==> src/rtl/q_measure_frontend.sv <==
// rtl/q_measure_frontend.sv - current-reference DAC driver with settle wait and averaged ADC amplitude measurement
//
// Purpose:
//   Latches the requested current-reference code, drives it to the DAC,
//   waits SETTLE_CYCLES, then averages 2**LOG2_AVG valid ADC samples and
//   publishes the truncated mean with a one-cycle strobe.
//
// Ports:
//   clk          in   rising-edge clock
//   rst          in   synchronous active-high reset
//   i_ref_setup  in   [WIDTH] requested current-reference code
//   adc_sample   in   [WIDTH] unsigned amplitude sample
//   adc_valid    in   adc_sample qualifier
//   dac_code     out  [WIDTH] registered DAC code
//   q_measured   out  [WIDTH] last completed average, held between measurements
//   q_valid      out  one-cycle pulse while q_measured shows a fresh result
//   busy         out  high while a measurement is in flight (SETTLE/ACQUIRE/PUBLISH)
//
// Configuration:
//   Q_MEASURE_RETRIGGER_EN  when defined, a reference change during SETTLE or
//                           ACQUIRE restarts the measurement with the new code;
//                           when undefined, the change waits for IDLE.

module q_measure_frontend #(
    parameter int WIDTH         = 10,
    parameter int LOG2_AVG      = 2,
    parameter int SETTLE_CYCLES = 3
) (
    input  logic             clk,
    input  logic             rst,
    input  logic [WIDTH-1:0] i_ref_setup,
    input  logic [WIDTH-1:0] adc_sample,
    input  logic             adc_valid,
    output logic [WIDTH-1:0] dac_code,
    output logic [WIDTH-1:0] q_measured,
    output logic             q_valid,
    output logic             busy
);

    localparam int ACC_W = WIDTH + LOG2_AVG;
    localparam int CNT_W = LOG2_AVG + 1;
    localparam int SET_W = (SETTLE_CYCLES > 1) ? $clog2(SETTLE_CYCLES) : 1;

    localparam logic [CNT_W-1:0] SAMPLE_LAST = CNT_W'((1 << LOG2_AVG) - 1);
    localparam logic [SET_W-1:0] SETTLE_LAST =
        SET_W'((SETTLE_CYCLES > 0) ? (SETTLE_CYCLES - 1) : 0);

    typedef enum logic [1:0] {
        ST_IDLE    = 2'd0,
        ST_SETTLE  = 2'd1,
        ST_ACQUIRE = 2'd2,
        ST_PUBLISH = 2'd3
    } state_t;

    // With no settle time the DAC update goes straight into acquisition.
    localparam state_t ST_AFTER_LOAD = (SETTLE_CYCLES == 0) ? ST_ACQUIRE : ST_SETTLE;

    state_t             state_q, state_d;
    logic [WIDTH-1:0]   ref_lat_q, ref_lat_d;
    logic [WIDTH-1:0]   dac_q, dac_d;
    logic [WIDTH-1:0]   q_meas_q, q_meas_d;
    logic               first_pend_q, first_pend_d;
    logic [SET_W-1:0]   settle_cnt_q, settle_cnt_d;
    logic [CNT_W-1:0]   sample_cnt_q, sample_cnt_d;
    logic [ACC_W-1:0]   acc_q, acc_d;

    logic               ref_changed;
    logic               retrigger;
    logic               load;
    logic [ACC_W-1:0]   acc_sum;

    assign ref_changed = (i_ref_setup != ref_lat_q);
    assign acc_sum     = acc_q + ACC_W'(adc_sample);

`ifdef Q_MEASURE_RETRIGGER_EN
    assign retrigger = ref_changed;
`else
    assign retrigger = 1'b0;
`endif

    always_ff @(posedge clk) begin
        if (rst) begin
            state_q      <= ST_IDLE;
            ref_lat_q    <= '0;
            dac_q        <= '0;
            q_meas_q     <= '0;
            first_pend_q <= 1'b1;
            settle_cnt_q <= '0;
            sample_cnt_q <= '0;
            acc_q        <= '0;
        end else begin
            state_q      <= state_d;
            ref_lat_q    <= ref_lat_d;
            dac_q        <= dac_d;
            q_meas_q     <= q_meas_d;
            first_pend_q <= first_pend_d;
            settle_cnt_q <= settle_cnt_d;
            sample_cnt_q <= sample_cnt_d;
            acc_q        <= acc_d;
        end
    end

    always_comb begin
        state_d      = state_q;
        ref_lat_d    = ref_lat_q;
        dac_d        = dac_q;
        q_meas_d     = q_meas_q;
        first_pend_d = first_pend_q;
        settle_cnt_d = settle_cnt_q;
        sample_cnt_d = sample_cnt_q;
        acc_d        = acc_q;
        load         = 1'b0;

        case (state_q)
            ST_IDLE: begin
                // The very first measurement after reset runs even when the
                // requested code equals the reset value of ref_lat.
                if (first_pend_q || ref_changed) begin
                    load = 1'b1;
                end
            end

            ST_SETTLE: begin
                if (retrigger) begin
                    load = 1'b1;
                end else if (settle_cnt_q == SETTLE_LAST) begin
                    state_d = ST_ACQUIRE;
                end else begin
                    settle_cnt_d = settle_cnt_q + 1'b1;
                end
            end

            ST_ACQUIRE: begin
                // A restart wins over a sample arriving in the same cycle:
                // that sample belongs to the abandoned operating point.
                if (retrigger) begin
                    load = 1'b1;
                end else if (adc_valid) begin
                    acc_d        = acc_sum;
                    sample_cnt_d = sample_cnt_q + 1'b1;
                    if (sample_cnt_q == SAMPLE_LAST) begin
                        // Result is registered here so it is already visible
                        // during the PUBLISH cycle alongside q_valid.
                        q_meas_d = acc_sum[ACC_W-1:LOG2_AVG];
                        state_d  = ST_PUBLISH;
                    end
                end
            end

            ST_PUBLISH: begin
                state_d = ST_IDLE;
            end

            default: begin
                state_d = ST_IDLE;
            end
        endcase

        if (load) begin
            ref_lat_d    = i_ref_setup;
            dac_d        = i_ref_setup;
            acc_d        = '0;
            settle_cnt_d = '0;
            sample_cnt_d = '0;
            first_pend_d = 1'b0;
            state_d      = ST_AFTER_LOAD;
        end
    end

    assign dac_code   = dac_q;
    assign q_measured = q_meas_q;
    assign q_valid    = (state_q == ST_PUBLISH);
    assign busy       = (state_q != ST_IDLE);

endmodule

==> config.mk <==
export PLATFORM = sky130hd
export DESIGN_NAME = q_measure_frontend
export DESIGN_NICKNAME = d
export VERILOG_FILES = /design/src/rtl/q_measure_frontend.sv
export SDC_FILE = /design/constraint.sdc
export NUM_CORES = 1
export LEC_CHECK = 0
export ABC_AREA = 0
export BUFFER_PORTS_ARGS = -buffer_cell sky130_fd_sc_hd__buf_2
export CAP_MARGIN = 40
export CORE_ASPECT_RATIO = 1.2
export CORE_MARGIN = 2
export CORE_UTILIZATION = 40
export CTS_CLUSTER_SIZE = 28
export DETAILED_ROUTE_END_ITERATION = 8
export GPL_TIMING_DRIVEN = 0
export MAX_ROUTING_LAYER = met4
export SETUP_SLACK_MARGIN = 0.2
export SLEW_MARGIN = 15
export SYNTH_ARGS = -nofsm -noshare
export SYNTH_HDL_FRONTEND = slang
export SYNTH_SLANG_ARGS = --single-unit
==> constraint.sdc <==
create_clock -name clk -period 3.2 [get_ports clk]
set_clock_uncertainty 0.05 [all_clocks]
set_input_delay 0.64 -clock clk [delete_from_list [all_inputs] [get_ports clk]]
set_output_delay 0.64 -clock clk [all_outputs]
set_load 0.01 [all_outputs]
Word-level counts from Yosys, hierarchy flattened

Cells that the tools add are included.

Bits in registers: 40
Logic and storage cells: 42
Bits of input ports: 23
Output and inout port bits: 22

Reduce and logical (&&, ||, !) cells: 11
$add $sub $neg: 3
Bitwise logic cells: 1
Multiplexer cells: 7
Equal/unequal tests: 12

Operators with widths:

| operator            | number |
|---|---|
| $add 12x10->12      | 1 |
| $ne 10x10->1        | 1 |
| $ne 3x3->1 const B  | 3 |
| $reduce_and 4->1    | 2 |
| $eq 2x2->1 const B  | 3 |
| $mux 2              | 3 |
| $ne 2x2->1 const B  | 3 |
| $pmux 2 s3          | 1 |
| $reduce_and 2->1    | 2 |
| $reduce_bool 4->1   | 1 |
| $add 3x1->3 const B | 1 |
| $eq 3x2->1 const B  | 1 |
| $mux 1              | 3 |
| $reduce_and 3->1    | 1 |
| $reduce_bool 3->1   | 1 |
| $add 2x1->2 const B | 1 |
| $eq 2x1->1 const B  | 1 |
| $logic_not 2->1     | 1 |
| $reduce_bool 2->1   | 1 |
| $reduce_or 2->1     | 1 |
| $logic_or 1x1->1    | 1 |
| $not 1->1           | 1 |

Depth between registers and ports, before layout

Gate-level depths: netlist of the first run.

Word-level depth: 6
Gate-level depth with buffers: 8
Gate-level depth less buffers: 7

Least setup slack after synthesis of the first run

Ideal clock, no wire load.

Kind: input port to flip-flop
Start point: input adc_sample[0]
End point: register acc_q[8]
Library setup time: 0.074 ns
Stages on the path: 7
Path slack: 0.530 ns
Buffers on the path: 0
Data required time: 3.076 ns
Arrival: 2.546 ns
Path through: ha_1 -> fa_1 -> a211o_1 -> a21o_1 -> o31a_1 -> or4b_1 -> a31oi_1

Cells in the longest elaborated chain, start to end: 1

RTL lines:

| item                 | RTL line | text |
|---|---|---|
| from (decl)          | 32       | `input logic [WIDTH-1:0] adc_sample,` |
| $add 12x10->12       | 73       | `assign acc_sum = acc_q + ACC_W'(adc_sample);` |
| to (signal assigned) | 90       | `acc_q <= '0;` |
| to (signal assigned) | 99       | `acc_q <= acc_d;` |
| to (decl)            | 65       | `logic [ACC_W-1:0] acc_q, acc_d;` |

Every way passes these cells.
A chain may end at the register's enable or synchronous reset.

Worst setup path in the final report of the first run

Ends and elaborated chain as after synthesis.

==> results.sh, run 1 <==
export IMPL_outcome="finished, final reports clean"
export IMPL_rows=30
export IMPL_r2r_slack_ns=0.72
export IMPL_die_h_um=86.5
export IMPL_clock_fmax_mhz=382
export IMPL_clk_latency_ns=0.30
export IMPL_cp_arrival_ns=2.79
export IMPL_synth_seq_cells=40
export IMPL_grt_max_degree=14
export IMPL_yosys_area_top_type="dfxtp_1"
export IMPL_cts_tree="yes"
export IMPL_design_area_um2=2690
export IMPL_antenna_cells=0
export IMPL_yosysSeqAreaShare_pct=35.3
export IMPL_crit_type="input port to flop"
export IMPL_cts_setup_buffers=0
export IMPL_hp_class="flop to flop"
export IMPL_clk_pin_slew_ns=0.09
export IMPL_synth_edff_count=0
export IMPL_finalCritPeriodShare_pct=81.8
export IMPL_leakage_nw=1.17
export IMPL_hpwlAfterDp_um=3650
export IMPL_synth_top_family_by_area="compound AO/OA/AOI/OAI gates"
export IMPL_startpoint_type="input port"
export IMPL_synth_fp_nets=292
export IMPL_rsz0062_at_grt="false"
export IMPL_cts_hold_buf=0
export IMPL_hold_violations=0
export IMPL_post_drt_wl_per_cell_um=13.0
export IMPL_synth_common_cells="dfxtp_1, nor2_1, nand2_1"
export IMPL_drcViolationCount=0
export IMPL_die_width_um=72.7
export IMPL_yosys_area_share_simple_pct=16.8
export IMPL_synth_cells=249
export IMPL_globalplace_congestion=0.904
export IMPL_fin_setup_tns_ns=0
export IMPL_synth_compound_area_share_pct=21.1
export IMPL_finalSetupViolations=0
export IMPL_fp_dieArea_um2=6290
export IMPL_yosys_warnings=0
export IMPL_cts_buffer_depth=2
export IMPL_final_nets=343
export IMPL_critPathRequiredTime_ns=3.37
export IMPL_initial_core_util_pct=40.8
export IMPL_postSynthAreaPerCell_um2=9.10
export IMPL_tightestPinTransition_ns=0.581
export IMPL_synth_xor_xnor_area_share_pct=7.34
export IMPL_synth_cell_type_count=48
export IMPL_hold_depth=2
export IMPL_p_per_area_nw_per_um2=561
export IMPL_synth_top_cells_by_area="dfxtp_1, ha_1, mux2i_1"
export IMPL_yosysMostFrequentCell="dfxtp_1"
export IMPL_reg2reg_depth=7
export IMPL_crit_fanout=4
export IMPL_cts_buffers_inserted=5
export IMPL_drtPass1Iterations=4
export IMPL_cts_resized=0
export IMPL_slew_viol_final=0
export IMPL_vias=1891
export IMPL_core_um2=5560
export IMPL_yosysTopAreaCellShare_pct=35.3
export IMPL_grt_pass1_vias=1699
export IMPL_gr_total_overflow=0
export IMPL_grt_pass1_wl_um=7460
export IMPL_io_pins=45
export IMPL_area_growth_pct=18.6
export IMPL_antenna_found_initial=0
export IMPL_track_usage_pct=15.6
export IMPL_synth_adder_area_share_pct=11.4
export IMPL_maxCapViolCount=0
export IMPL_cts_sinks=40
export IMPL_htreeDepth=2
export IMPL_peakVddDrop_uv=206
export IMPL_ys_dominant_reg_cell="dfxtp_1"
export IMPL_routed_wl_um=4750
export IMPL_relSlewSlack_pct=61.3
export IMPL_netlist_area_um2=2270
export IMPL_drt_iter0_markers=88
export IMPL_async_reset_ff_share_pct=0
export IMPL_muxShareOfSynthArea_pct=4.42
export IMPL_drive_gt1_share_pct=20.3
export IMPL_critPathCaptureType="flop"
export IMPL_cts_root_buf="clkbuf_8"
export IMPL_antenna_left=0
export IMPL_io_buffers=44
export IMPL_placedInstanceArea_um2=2570
export IMPL_vias_per_cell=5.18
export IMPL_fin_crit_ns=2.62
## area by class of cell
| class | instances | area, um2 |
|---|---|---|
| Tap cell | 64 | 80.1 |
| Sequential cell | 40 | 801 |
| Buffer | 12 | 63.8 |
| Multi-Input combinational cell | 192 | 1380 |
| Fill cell | 540 | 2870 |
| Clock buffer | 6 | 82.6 |
| Timing Repair Buffer | 44 | 220 |
| Inverter | 5 | 18.8 |
| Clock inverter | 2 | 38.8 |
## cells by family after synthesis
kind of cell / count (synthesis)
DFF: 40
and+or+nand+nor: 76
muxes: 10
AOI/OAI and AO/OA: 67
adders and majority gates: 20
xor gates and xnor gates: 19
buffers and inverters: 17
## sequential cells by signal, indices dropped and copies added, names as in the netlist
| register | cells |
|---|---|
| dac_code | 10 |
| state_q | 2 |
| acc_q | 12 |
| settle_cnt_q | 2 |
| q_measured | 10 |
| sample_cnt_q | 3 |
| first_pend_q | 1 |
## layer usage
layer / vias to the layer above / track usage (%) / wire [um]
met5: - / - / 0
met4: 0 / 5.05 / 59
met3: 5 / 3.26 / 283
met2: 47 / 26.1 / 2180
met1: 848 / 18.6 / 2240
li1: 991 / - / -
## power breakdown
group          leakage (nW)  internal [mW]  total [mW]  switching (mW)
Clock                0.0614          0.255       0.444           0.189
Combinational         0.781          0.217       0.473           0.256
Sequential            0.325          0.547       0.590          0.0431
Total                  1.17           1.02        1.51           0.488
## placed cells by master, fill, tap and decap left out, drive strengths merged, types with 2 or more instances in the layout
cell | netlist | routed
a21o | 8 | 8
nor2 | 23 | 23
nor3 | 3 | 3
nand4 | 2 | 2
nor3b | 2 | 2
a31oi | 4 | 4
a21boi | 3 | 3
nand3 | 5 | 5
mux2i | 10 | 10
buf | 3 | 47
nand2 | 21 | 21
o31ai | 4 | 4
o211ai | 2 | 2
inv | 5 | 5
nand3b | 5 | 5
o21a | 6 | 6
xnor2 | 11 | 11
and2 | 2 | 2
a21oi | 16 | 16
xor2 | 8 | 8
nor2b | 2 | 2
nand2b | 2 | 2
ha | 19 | 19
clkbuf | 9 | 15
dfxtp | 40 | 40
or3 | 4 | 4
a211oi | 8 | 8
o21ai | 9 | 9
## worst paths after layout
kind | from | end
worst max-delay path | adc_sample[0] | acc_q[8]$_SDFFE_PP0P_
worst min register to register | acc_q[0]$_SDFFE_PP0P_ | acc_q[0]$_SDFFE_PP0P_
worst max register to register | acc_q[0]$_SDFFE_PP0P_ | acc_q[8]$_SDFFE_PP0P_
worst min-delay path | acc_q[0]$_SDFFE_PP0P_ | acc_q[0]$_SDFFE_PP0P_
## per-stage QoR
stage | cells | utilization (%) | setup slack, ns | hold WS (ns) | power (mW)
3_5_place_dp | 357 | 46.2 | 0.270 | 0.399 | 1.08
3_3_place_gp | 357 | 46.2 | 0.251 | 0.391 | 1.08
5_1_grt | 365 | 48.4 | 0.521 | 0.435 | 1.60
6_report | 365 | 48.4 | 0.582 | 0.415 | 1.51
2_1_floorplan | 249 | - | 0.530 | 0.378 | 0.955
4_1_cts | 365 | 48.4 | 0.581 | 0.415 | 1.53
## worst max-delay path, stage by stage
cell,delay [ns]
buf_2,0.10
ha_1,0.22
fa_1,0.44
a211o_1,0.31
a21o_1,0.18
o31a_1,0.28
or4b_1,0.47
a31oi_1,0.13
Note: power is estimated with default switching activity, not from simulation.
==> inputs of run 2 (changes only) <==
Settings changed: ABC_AREA 0 to 1.
Clock period 3.2 ns to 2.5 ns, I/O delays scaled along.
==> run 2 against run 1 <==
  * Sequential share of layout area decreased by 2.2 points
  * Global-route usage rose by 2.3 points
  * Worst setup slack lost 0.027 ns
  * First-iteration DRC count is 17% lower
  * Register-to-register slack lost 0.16 ns
  * Clock power grew 20%
  * Die area increased by 8.7%
==> results.sh, run 2 <==
export IMPL_yosysMostFrequentCell="nand2_1"
export IMPL_dr_wl_met3_um=342
export IMPL_relSlewSlack_pct=66.0
export IMPL_synth_cell_type_count=30
export IMPL_peakVddDrop_uv=303
export IMPL_track_usage_pct=17.8
export IMPL_final_common_cell="nand2_1"
export IMPL_globalplace_congestion=0.885
export IMPL_tightestPinTransition_ns=0.511
export IMPL_die_width_um=75.8
export IMPL_layout_common_cells="nand2_1, inv_1, buf_2, nor2_1, dfxtp_1"
export IMPL_top_layer_used="met4"
export IMPL_vias_per_cell=4.65
export IMPL_internal_power_mw=1.29
export IMPL_maxCapViolCount=0
export IMPL_crit_type="flop to flop"
export IMPL_largest_reg_flops=12
export IMPL_rsz0062_at_grt="false"
export IMPL_htreeDepth=2
export IMPL_crit_fanout=4
export IMPL_fillers=636
export IMPL_yosys_warnings=0
export IMPL_area_growth_pct=17.4
export IMPL_cts_sinks=40
export IMPL_hold_violations=0
export IMPL_synth_cells=360
export IMPL_comb_power_share_pct=34.9
export IMPL_yosysSeqAreaShare_pct=32.4
export IMPL_synth_fp_nets=403
export IMPL_postSynthAreaPerCell_um2=6.87
export IMPL_antenna_left=0
export IMPL_r2r_end="acc_q[4]$_SDFFE_PP0P_"
export IMPL_core_um2=6010
export IMPL_p_per_area_nw_per_um2=700
export IMPL_drive_gt1_share_pct=20.1
export IMPL_antenna_found_initial=0
export IMPL_die_h_um=90.2
export IMPL_clk_pin_slew_ns=0.08
export IMPL_startpoint_type="flop"
export IMPL_hpwlAfterDp_um=4490
export IMPL_grt_pass1_vias=2061
export IMPL_synth_seq_cells=40
export IMPL_grt_pass1_wl_um=9190
export IMPL_leakage_nw=1.52
export IMPL_synth_common_cells="nand2_1, inv_1, nor2_1"
export IMPL_final_nets=454
export IMPL_p_seq_share_pct=38.9
export IMPL_fin_crit_ns=1.94
export IMPL_gr_total_overflow=0
export IMPL_hp_start="rst"
export IMPL_r2r_slack_ns=0.56
export IMPL_reg2reg_depth=7
export IMPL_outcome="finished, final reports clean"
export IMPL_rows=31
export IMPL_io_buffers=44
export IMPL_initial_core_util_pct=41.2
export IMPL_cts_hold_buf=0
export IMPL_multi_input_area_um2=1410
export IMPL_cts_buffer_depth=2
export IMPL_wl_met2_um=2680
export IMPL_hold_depth=2
export IMPL_cp_common_cell="nand3_1"
export IMPL_cts_tree="yes"
export IMPL_drcViolationCount=0
export IMPL_synth_edff_count=0
export IMPL_wl_met1_um=2570
export IMPL_p_clk_share_pct=26.2
export IMPL_vias=2299
export IMPL_yosysTopAreaCellShare_pct=32.4
export IMPL_critPathCaptureType="flop"
export IMPL_finalCritPeriodShare_pct=77.8
export IMPL_clk_latency_ns=0.29
export IMPL_cts_resized=0
export IMPL_seq_area_um2=801
export IMPL_fin_setup_tns_ns=0
export IMPL_holdWs_ns=0.349
export IMPL_fp_dieArea_um2=6830
export IMPL_clock_fmax_mhz=514
export IMPL_slowest_delay_ns=0.49
export IMPL_whs_endpoint="q_measured[0]$_SDFFE_PP0P_"
export IMPL_cts_setup_buffers=0
export IMPL_critPathRequiredTime_ns=2.68
export IMPL_finalSetupViolations=0
export IMPL_switchingPower_mw=0.747
export IMPL_switching_share_pct=36.7
export IMPL_top_register="acc_q"
export IMPL_hp_class="input port to flop"
export IMPL_crit_chain="ha_1 > fa_1 > nand3_1 > nand3_1 > xor2_1 > or2_1 > a21oi_1"
export IMPL_post_drt_wl_per_cell_um=11.5
export IMPL_drt_iter0_markers=73
export IMPL_routed_wl_um=5690
export IMPL_ys_dominant_reg_cell="dfxtp_1"
export IMPL_grt_max_degree=13
export IMPL_netlist_area_um2=2470
export IMPL_io_pins=45
export IMPL_async_reset_ff_share_pct=0
export IMPL_cpMaxStageDelayCell="fa_1"
export IMPL_cts_buffers_inserted=5
export IMPL_cts_root_buf="clkbuf_8"
export IMPL_yosys_area_top_type="dfxtp_1"
export IMPL_drtPass1Iterations=4
export IMPL_synth_top_cells_by_area="dfxtp_1, nand2_1, ha_1"
export IMPL_cp_arrival_ns=2.12
export IMPL_worstReg2RegStart="acc_q[0]$_SDFFE_PP0P_"
export IMPL_slew_viol_final=0
export IMPL_antenna_cells=0
## run 2: power groups by stage
| stage | Combinational, mW | Clock, mW | Sequential (mW) |
|---|---|---|---|
| after global placement | 0.714 | 0 | 0.805 |
| after floorplan | 0.494 | 0 | 0.824 |
| after detailed placement | 0.721 | 0 | 0.807 |
| final | 0.709 | 0.533 | 0.792 |
| after CTS | 0.725 | 0.551 | 0.793 |
| after global routing | 0.818 | 0.572 | 0.806 |
## run 2: final cells by class
class	instances	share of cell area (%)
repair buffers	44	7.58
clock buffers	6	2.50
well taps	82	3.53
plain buffers	8	1.85
clock inverters	2	1.21
multi-input cells	256	48.5
inverters	56	7.24
flip-flops and latches	40	27.6
## run 2: routing by layer
metal / vias up / track usage (%)
li1: 1228 / -
met2: 65 / 29.3
met1: 997 / 21.4
met5: - / -
met4: 0 / 5.56
met3: 9 / 3.59
## run 2: worst max-delay path, delay by kind of cell (launching register included)
kind,cells,cell delay (ns)
xor gates and xnor gates,1,0.19
DFF,1,0.32
AOI/OAI and AO/OA,1,0.14
adders and majority gates,2,0.73
and+or+nand+nor,3,0.45
## run 2: through the flow
step                instances  util, %  power, mW  worst slack (ns)  cell area (um2)
floorplan                 360        -       1.32             0.600             2470
global placement          486     46.5       1.52             0.299             2800
detailed placement        486     46.5       1.53             0.307             2800
CTS                       494     48.3       2.07             0.543             2910
global route              494     48.3       2.20             0.408             2910
finish                    494     48.3       2.03             0.555             2910
## run 2: worst max-delay path by stage
stage,end,cells after the start,slack (ns),from
after CTS,acc_q[10]$_SDFFE_PP0P_,7,0.54,state_q[0]$_SDFFE_PP0P_
after floorplan,acc_q[4]$_SDFFE_PP0P_,7,0.60,adc_sample[0]
after global routing,sample_cnt_q[2]$_SDFFE_PP0P_,7,0.41,state_q[0]$_SDFFE_PP0P_
after detailed placement,acc_q[4]$_SDFFE_PP0P_,8,0.31,adc_sample[0]
after global placement,acc_q[4]$_SDFFE_PP0P_,8,0.30,adc_sample[0]
final,acc_q[4]$_SDFFE_PP0P_,7,0.56,acc_q[0]$_SDFFE_PP0P_
## run 2: cells by family after synthesis
group,share of synthesized area (%)
adders and majority gates,10.4
DFF,32.4
xor gates and xnor gates,2.83
AOI/OAI and AO/OA,14.7
and+or+nand+nor,29.0
buffers and inverters,10.7
